## src/rtl/eth_frame_wrap.sv

```systemverilog
// -----------------------------------------------------------------------------
// eth_frame_wrap
//   Wraps one byte-wide L3 payload (ARP / IPv4) into an Ethernet II frame:
//   14-byte header (dest MAC, src MAC, EtherType) followed by the payload,
//   zero-padded up to MIN_FRAME bytes (FCS excluded). Feeds the MAC/FCS stage.
//
// Ports
//   s_axis_aclk, s_axis_areset : clock, async active-high reset
//   eth_destMac/srcMac/type    : header fields, latched when a frame starts
//   s_axis_*                   : payload stream in (tuser = first byte)
//   m_axis_*                   : frame stream out (tuser = first header byte,
//                                tlast = final byte including pad)
//   frame_busy                 : high whenever a frame is in progress
// -----------------------------------------------------------------------------
module eth_frame_wrap #(
  parameter int MIN_FRAME = 60,
  parameter int CNT_W     = 11
) (
  input  logic        s_axis_aclk,
  input  logic        s_axis_areset,
  input  logic [47:0] eth_destMac,
  input  logic [47:0] eth_srcMac,
  input  logic [15:0] eth_type,
  input  logic [7:0]  s_axis_tdata,
  input  logic        s_axis_tvalid,
  output logic        s_axis_tready,
  input  logic        s_axis_tuser,
  input  logic        s_axis_tlast,
  output logic [7:0]  m_axis_tdata,
  output logic        m_axis_tvalid,
  input  logic        m_axis_tready,
  output logic        m_axis_tuser,
  output logic        m_axis_tlast,
  output logic        frame_busy
);

  typedef enum logic [1:0] {
    IDLE    = 2'd0,
    HEADER  = 2'd1,
    PAYLOAD = 2'd2,
    PAD     = 2'd3
  } state_t;

  localparam logic [CNT_W-1:0] CNT_ZERO = {CNT_W{1'b0}};
  localparam logic [CNT_W-1:0] CNT_ONE  = {{(CNT_W-1){1'b0}}, 1'b1};
  localparam logic [CNT_W-1:0] CNT_MAX  = {CNT_W{1'b1}};
  localparam logic [CNT_W-1:0] MIN_CNT  = CNT_W'(MIN_FRAME);
  localparam logic [CNT_W-1:0] HDR_LAST = CNT_W'(13);

  state_t           state_q, state_d;
  logic [CNT_W-1:0] cnt_q, cnt_d, cnt_inc;
  logic [47:0]      dst_q, dst_d, src_q, src_d;
  logic [15:0]      type_q, type_d;
  logic [7:0]       tdata_q, tdata_d;
  logic             tvalid_q, tvalid_d;
  logic             tuser_q, tuser_d;
  logic             tlast_q, tlast_d;
  logic             busy_q, busy_d;
  logic             out_free;

  // Header byte selector: MACs go out most-significant byte first.
  function automatic logic [7:0] hdr_byte(input logic [3:0]  idx,
                                          input logic [47:0] dst,
                                          input logic [47:0] src,
                                          input logic [15:0] typ);
    logic [7:0] b;
    case (idx)
      4'd0:    b = dst[47:40];
      4'd1:    b = dst[39:32];
      4'd2:    b = dst[31:24];
      4'd3:    b = dst[23:16];
      4'd4:    b = dst[15:8];
      4'd5:    b = dst[7:0];
      4'd6:    b = src[47:40];
      4'd7:    b = src[39:32];
      4'd8:    b = src[31:24];
      4'd9:    b = src[23:16];
      4'd10:   b = src[15:8];
      4'd11:   b = src[7:0];
      4'd12:   b = typ[15:8];
      4'd13:   b = typ[7:0];
      default: b = 8'h00;
    endcase
    return b;
  endfunction

  // The output register can take a new byte when empty or being drained.
  assign out_free      = ~tvalid_q | m_axis_tready;
  // Saturating increment so oversize frames never wrap the length count.
  assign cnt_inc       = (cnt_q == CNT_MAX) ? cnt_q : (cnt_q + CNT_ONE);
  assign s_axis_tready = (state_q == PAYLOAD) & out_free;

  assign m_axis_tdata  = tdata_q;
  assign m_axis_tvalid = tvalid_q;
  assign m_axis_tuser  = tuser_q;
  assign m_axis_tlast  = tlast_q;
  assign frame_busy    = busy_q;

  // Next-state and output-register load logic.
  always_comb begin
    state_d  = state_q;
    cnt_d    = cnt_q;
    dst_d    = dst_q;
    src_d    = src_q;
    type_d   = type_q;
    tdata_d  = tdata_q;
    tvalid_d = tvalid_q;
    tuser_d  = tuser_q;
    tlast_d  = tlast_q;

    // A byte leaving the register without a replacement empties it.
    if (out_free) begin
      tvalid_d = 1'b0;
      tuser_d  = 1'b0;
      tlast_d  = 1'b0;
    end else begin
      tvalid_d = tvalid_q;
    end

    case (state_q)
      IDLE: begin
        // The SOF byte is only observed here; PAYLOAD consumes it later.
        if (s_axis_tvalid & s_axis_tuser) begin
          dst_d   = eth_destMac;
          src_d   = eth_srcMac;
          type_d  = eth_type;
          cnt_d   = CNT_ZERO;
          state_d = HEADER;
        end else begin
          state_d = IDLE;
        end
      end

      HEADER: begin
        if (out_free) begin
          tdata_d  = hdr_byte(cnt_q[3:0], dst_q, src_q, type_q);
          tvalid_d = 1'b1;
          tuser_d  = (cnt_q == CNT_ZERO);
          tlast_d  = 1'b0;
          cnt_d    = cnt_inc;
          state_d  = (cnt_q == HDR_LAST) ? PAYLOAD : HEADER;
        end else begin
          state_d  = HEADER;
        end
      end

      PAYLOAD: begin
        if (s_axis_tvalid & out_free) begin
          tdata_d  = s_axis_tdata;
          tvalid_d = 1'b1;
          tuser_d  = 1'b0;
          cnt_d    = cnt_inc;
          if (s_axis_tlast) begin
            // cnt_inc already includes this byte.
            if (cnt_inc >= MIN_CNT) begin
              tlast_d = 1'b1;
              state_d = IDLE;
            end else begin
              tlast_d = 1'b0;
              state_d = PAD;
            end
          end else begin
            tlast_d = 1'b0;
            state_d = PAYLOAD;
          end
        end else begin
          state_d = PAYLOAD;
        end
      end

      PAD: begin
        if (out_free) begin
          tdata_d  = 8'h00;
          tvalid_d = 1'b1;
          tuser_d  = 1'b0;
          cnt_d    = cnt_inc;
          if (cnt_inc >= MIN_CNT) begin
            tlast_d = 1'b1;
            state_d = IDLE;
          end else begin
            tlast_d = 1'b0;
            state_d = PAD;
          end
        end else begin
          state_d = PAD;
        end
      end

      default: begin
        state_d = IDLE;
      end
    endcase

    busy_d = (state_d != IDLE);
  end

  // State, counter, latched header fields and output register.
  always_ff @(posedge s_axis_aclk or posedge s_axis_areset) begin
    if (s_axis_areset) begin
      state_q  <= IDLE;
      cnt_q    <= CNT_ZERO;
      dst_q    <= 48'h0;
      src_q    <= 48'h0;
      type_q   <= 16'h0;
      tdata_q  <= 8'h00;
      tvalid_q <= 1'b0;
      tuser_q  <= 1'b0;
      tlast_q  <= 1'b0;
      busy_q   <= 1'b0;
    end else begin
      state_q  <= state_d;
      cnt_q    <= cnt_d;
      dst_q    <= dst_d;
      src_q    <= src_d;
      type_q   <= type_d;
      tdata_q  <= tdata_d;
      tvalid_q <= tvalid_d;
      tuser_q  <= tuser_d;
      tlast_q  <= tlast_d;
      busy_q   <= busy_d;
    end
  end

endmodule

```

## config.mk

```make
export PLATFORM = sky130hd
export DESIGN_NAME = eth_frame_wrap
export DESIGN_NICKNAME = d
export VERILOG_FILES = /design/src/rtl/eth_frame_wrap.sv
export SDC_FILE = /design/constraint.sdc
export NUM_CORES = 1
export LEC_CHECK = 0
export BUFFER_PORTS_ARGS = -buffer_cell sky130_fd_sc_hd__clkbuf_2
export CAP_MARGIN = 20
export CORE_MARGIN = 2
export CORE_UTILIZATION = 35
export DETAILED_ROUTE_END_ITERATION = 16
export GPL_ROUTABILITY_DRIVEN = 0
export RECOVER_POWER = 100
export SYNTH_ARGS = -nofsm -noshare
export SYNTH_HDL_FRONTEND = slang
export SYNTH_SLANG_ARGS = --single-unit
```

## constraint.sdc

```tcl
create_clock -name s_axis_aclk -period 9.05 [get_ports s_axis_aclk]
set_input_delay 1.3575 -clock s_axis_aclk [delete_from_list [all_inputs] [get_ports s_axis_aclk]]
set_output_delay 1.3575 -clock s_axis_aclk [all_outputs]
set_load 0.03 [all_outputs]
```

==> out/results.ini, run 1 <==
[run_status]
status=finished, violations left
violations=capacitance limit, slew limit

[timing]
max_slew_margin_pct=-179
slew_viol_final=269
fin_tns_setup_ps=0
rsz0062_at_grt=no
post-route-period-util_pct=60.2
skew_ps=5.91
max_clock_freq_mhz=184
finalSetupViolCount=0
finalHoldViolCount=0
tightest_slew_ps=4190
period_needed_ps=5450

[synthesis]
synth_area_mm2=0.00654
synthAdderAreaFrac_pct=0.765
yosys.area_share.simple_pct=27.0
synth-xor-area-share_pct=0
synth_edf_count=0
synth_compound_area_share_pct=13.6
synthMuxAreaShare_pct=1.49
syn-num-nets=902
synth_top_family_by_area=simple AND/OR/NAND/NOR gates
synth_ff_type=dfrtp_1
ys_async_sr_fraction_pct=100
ys_ff_latch=137
synth_warnings=0
yosysSeqAreaShare_pct=52.4
syn_avg_cell_area_um2=8.47
synth_cell_types=59
syn-instance-count=772

[floorplanning]
core.rowCount=49
die_area_mm2=0.0198
start_util_pct=36.0
coreArea_mm2=0.0181
ios=139
die_h_um=141
die_x_um=141

[pwr]
power.switching_w=0.00104
leakage_nw=3.97
p_clk_share_pct=27.2
p_int_w=0.00169
sequentialPowerShare_pct=39.3
ir_drop_v=0.000156
p_comb_share_pct=33.4
power_density_mw_per_mm2=346
swShare_pct=38.0

[cts]
post_cts_buffers=0
cts_tree=built
ctsResizeCount=0
holdBufCountCts=0
numCtsBuffers=17
clk_pin_slew_worst_paths_ps=60
clk-insertion-delay-late_ps=420
clock-root-buffer=clkbuf_16
clockBufferDepth=2
cts.sinks=137
htreeDepth=4

[run]
cap_violations=4

[critical_path]
worst_r2r_path_depth=5
critPathMaxFanout=94
worst_setup_path_start_kind=input port
cp-end-kind=flip-flop
critPathLaunch=s_axis_tvalid
crit_required_ps=9370
crit_type=in2reg
worstPathArrival_ps=5770
rr_startpoint=state_q[0]

[global_route]
grt_max_degree=95
antenna_found_initial=0
grt_use_total_pct=20.3
grt_pass1_wl_mm=31.2
grt_pass1_vias=5664
overflow=0

[min_path]
min-delay-start=type_q[4]
whs_path_depth=2
hp-class=reg2reg

[layout]
fillers=1855
layout_common_cells=nand2_1 (359), dfrtp_1 (137), clkbuf_2 (124), nor2_1 (26), a21oi_1 (26)
stdcell_count=1125
syn2layout_area_growth_pct=20.7
diodes=0
drive_above_1_share_pct=19.2
final_nets=1014
layout_commonest_cell=nand2_1

[detailed_routing]
drc=0
ant_nets=0
drt_iter0_drc=564
routed_wl_mm=19.4
vias=5798
wire_per_inst_um=17.2
routed_via_density=5.15
drtPass1Iterations=7

[placed_design]
numPortBuffers=138
placedCellCount=1094
hpwl_mm=13.0

## power groups by stage
| stage | Combinational, W | Clock, W | Sequential, W |
|---|---|---|---|
| finish | 0.000913 | 0.000744 | 0.00107 |
| global route | 0.00103 | 0.000780 | 0.00111 |
| CTS | 0.000928 | 0.000756 | 0.00107 |
| detailed placement | 0.000923 | 0 | 0.00108 |
| global placement | 0.000915 | 0 | 0.00107 |
| floorplan | 0.000632 | 0 | 0.00107 |
## synthesized netlist by cell type (3+ instances only)
cell type | number | area share [%]
o22ai_1 | 9 | 0.86
inv_1 | 6 | 0.34
nor2_1 | 26 | 1.5
o21ai_1 | 9 | 0.69
a22oi_1 | 12 | 1.4
mux2i_1 | 3 | 0.46
o21ai_0 | 8 | 0.61
a21oi_1 | 26 | 2.0
buf_6 | 4 | 0.69
a31oi_1 | 9 | 0.86
clkbuf_1 | 17 | 0.98
a221oi_1 | 8 | 1.1
nand2_1 | 359 | 21
buf_2 | 28 | 2.1
buf_1 | 3 | 0.17
ha_1 | 4 | 0.77
a222oi_1 | 12 | 1.8
and3_1 | 7 | 0.67
a211oi_1 | 6 | 0.69
dfrtp_1 | 137 | 52
nand4_1 | 5 | 0.48
nor3_1 | 8 | 0.61
nand3_1 | 15 | 1.1
## layout make-up
cell class / count / area (um^2) / share of cell area (%)
clock buffer: 20 / 457 / 5.79
sequential: 137 / 3430 / 43.4
clock inverter: 11 / 170 / 2.16
tap: 229 / 287 / 3.63
multi-input combinational: 573 / 2790 / 35.3
timing repair buffer: 148 / 737 / 9.34
inverter: 7 / 27.5 / 0.349
## flip-flops by register name, summed over array words and instances, names as in the netlist
| register | count |
|---|---|
| dst_q | 48 |
| src_q | 48 |
| type_q | 16 |
| cnt_q | 11 |
| m_axis_tdata | 8 |
| state_q | 2 |
| frame_busy | 1 |
| m_axis_tlast | 1 |
| m_axis_tuser | 1 |
| m_axis_tvalid | 1 |
## kinds of logic (layout without fill, tap and decap cells)
group           Yosys count  after routing
compound gates          124            124
fa+ha+maj                 4              4
buf+inv                  62            186
flops                   137            137
mux                       7              7
simple gates            438            438
## per-stage QoR
step | hold slack, ps | setup slack (ps) | area [um^2] | util (%) | power, W
after floorplan | 438 | 4020 | 6540 | - | 0.00170
after global placement | 454 | 5530 | 7330 | 40.4 | 0.00199
after detailed placement | 457 | 5530 | 7330 | 40.4 | 0.00200
after CTS | 472 | 5520 | 7960 | 43.9 | 0.00276
after global routing | 483 | 3060 | 7890 | 43.5 | 0.00292
final | 471 | 3600 | 7890 | 43.5 | 0.00273
## critical path: stages
cell and delay [ps]:
clkbuf_1 130, nand3_1 640, clkbuf_1 2980, o21ai_0 370
o32ai_1 260
## metal layers
metal  part of all wire (%)  up-vias  track usage [%]
li1                       -     2820                -
met5                      0        -                0
met4                    1.1        0             5.32
met3                    5.4       18             3.50
met2                     45      186             30.6
met1                     49     2774             30.3
## worst paths after layout
check / end / slack, ps
max: cnt_q[3] / 3600
max in group asynchronous: m_axis_tdata[7] / 5100
min in group asynchronous: src_q[19] / 2020
max reg2reg: cnt_q[3] / 4040
min reg2reg: type_q[4] / 470
min: type_q[4] / 470
Power figures use the tool's default switching activity.
==> run 2, diff against run 1 <==
Settings changed: ABC_AREA set to 1.
Clock period 9.05 ns to 4.39 ns, I/O delays scaled along.
==> out/results.ini, run 2 <==
[pwr]
power_density_mw_per_mm2=692
fin_total_pwr_w=0.00553
leakage_nw=4.13
sequentialPowerShare_pct=40.1
p_clk_share_pct=28.6
ir_drop_v=0.000320
p_int_w=0.00346
p_comb_share_pct=31.3
power.switching_w=0.00207
swShare_pct=37.4

[min_path]
min-delay-start=eth_srcMac[43]
hp-class=in2reg

[detailed_routing]
vias=5726
ant_nets=0
wire_per_inst_um=15.4
drt_iter0_drc=380
routed_via_density=4.78
routed_wl_mm=18.5
drc=0
drtPass1Iterations=5

[synthesis]
synthDominantAreaCellType=dfrtp_1
syn-instance-count=823
ys_async_sr_fraction_pct=100
synth_cell_types=30
yosys.area.top_type_share_pct=52.3
yosysSeqAreaShare_pct=52.3
synth_ff_type=dfrtp_1
syn-num-nets=953
syn_avg_cell_area_um2=7.96
synth_area_mm2=0.00655
synth.top_cells.by_count=nand2_1 (285), dfrtp_1 (137), inv_1 (97)
ys_ff_latch=137
synth_area_leaders=dfrtp_1 (52%), nand2_1 (16%), o21ai_0 (6.0%)
synth_most_common_cell=nand2_1
synth_warnings=0
synth_edf_count=0

[global_route]
overflow=0
grt_pass1_vias=5509
grt_pass1_wl_mm=29.5
grt_use_total_pct=19.4
grt_max_degree=119
antenna_found_initial=0

[timing]
max_slew_margin_pct=-42.2
worst_hold_slack_ps=424
period_needed_ps=2770
finalHoldViolCount=0
max_clock_freq_mhz=361
slew_viol_final=220
tightest_slew_ps=2120
fin_tns_setup_ps=0
skew_ps=10.5
post-route-period-util_pct=63.0
finalSetupViolCount=0
rsz0062_at_grt=no

[floorplanning]
core.rowCount=50
die_area_mm2=0.0198
start_util_pct=35.4
ios=139
die_x_um=141
die_h_um=141
coreArea_mm2=0.0185

[layout]
fin_util_pct=43.1
reg_top3=dst_q x48, src_q x48, type_q x16
layout_commonest_cell=nand2_1
drive_above_1_share_pct=19.1
design_area_mm2=0.00799
final_nets=1081
syn2layout_area_growth_pct=21.9
diodes=0
layout_common_cells=nand2_1 (286), dfrtp_1 (137), clkbuf_2 (128), inv_1 (97), o21ai_0 (78)

[critical_path]
critPathMaxFanout=118
crit_type=reg2reg
worst_setup_path_start_kind=flip-flop
rr_startpoint=state_q[0]
worstPathArrival_ps=2980
critPathLaunch=state_q[0]
crit_required_ps=4600
cp-end-kind=flip-flop

[run_status]
violations=capacitance limit, slew limit
status=finished, violations left

[placed_design]
place_area_mm2=0.00741
numPortBuffers=138
hpwl_mm=13.5

[cts]
holdBufCountCts=0
htreeDepth=4
clk-insertion-delay-late_ps=430
post_cts_buffers=0
cts_tree=built
clock-root-buffer=clkbuf_16
ctsResizeCount=0
numCtsBuffers=17
clockBufferDepth=2
cts.sinks=137
clk_pin_slew_worst_paths_ps=60

[run]
cap_violations=3

-- run 2: cell types whose count changed after synthesis, sizes merged, moves of 7 or more --
| cell | previous run | this run |
|---|---|---|
| and3 | 7 | 0 |
| o22ai | 9 | 24 |
| buf | 37 | 21 |
| nand4 | 5 | 15 |
| a222oi | 12 | 0 |
| nor2 | 27 | 42 |
| nand3 | 17 | 40 |
| o21ai | 17 | 80 |
| inv | 7 | 102 |
| a22oi | 12 | 0 |
| a31oi | 10 | 0 |
| nand2 | 361 | 292 |
-- run 2: power groups by stage --
| stage | Clock [W] | Combinational [W] | Sequential, W |
|---|---|---|---|
| after global routing | 0.00166 | 0.00199 | 0.00228 |
| after floorplan | 0 | 0.00123 | 0.00219 |
| final | 0.00158 | 0.00173 | 0.00221 |
| after CTS | 0.00161 | 0.00178 | 0.00221 |
| after detailed placement | 0 | 0.00177 | 0.00223 |
| after global placement | 0 | 0.00174 | 0.00222 |
-- run 2: cell type report --
| type | instances | area (um^2) |
|---|---|---|
| Sequential cell | 137 | 3430 |
| Multi-Input combinational cell | 550 | 2530 |
| Clock buffer | 18 | 429 |
| Fill cell | 1902 | 10500 |
| Timing Repair Buffer | 143 | 704 |
| Clock inverter | 14 | 220 |
| Inverter | 102 | 384 |
| Tap cell | 234 | 293 |
-- run 2: routing by layer --
| layer | global-route usage, % | part of all wire [%] |
|---|---|---|
| met1 | 27.8 | 49 |
| met2 | 28.7 | 43 |
| met3 | 4.04 | 5.5 |
| met4 | 8.16 | 2.6 |
| met5 | 0 | 0 |
-- run 2: worst paths after layout --
kind | endpoint | slack, ps | depth (start not counted)
worst min register to register | src_q[44] | 470 | 2
min in group asynchronous | src_q[10] | 770 | 2
worst max register to register | src_q[23] | 1620 | 5
worst min-delay path | src_q[43] | 420 | 3
worst max-delay path | src_q[23] | 1620 | 5
max in group asynchronous | dst_q[37] | 1690 | 3
-- run 2: stage by stage --
stage / cells / setup WS (ps)
2_1_floorplan: 823 / 63.7
3_3_place_gp: 1166 / 2070
3_5_place_dp: 1166 / 2050
4_1_cts: 1198 / 2050
5_1_grt: 1198 / 1110
6_report: 1198 / 1620
-- run 2: cells by family after synthesis --
kind of cell / count (synthesis) / share of synthesized area [%]
buf+inv: 136 / 8.42
compound gates: 146 / 12.2
simple gates: 398 / 26.0
flops: 137 / 52.3
fa+ha+maj: 4 / 0.764
xor+xnor: 2 / 0.267
-- run 2: worst max-delay path: stages (launching register included) --
cell      delay, ps
dfrtp_1         480
nor2_1          160
inv_1            50
nor2_1          170
clkbuf_2       1380
o21ai_0         300
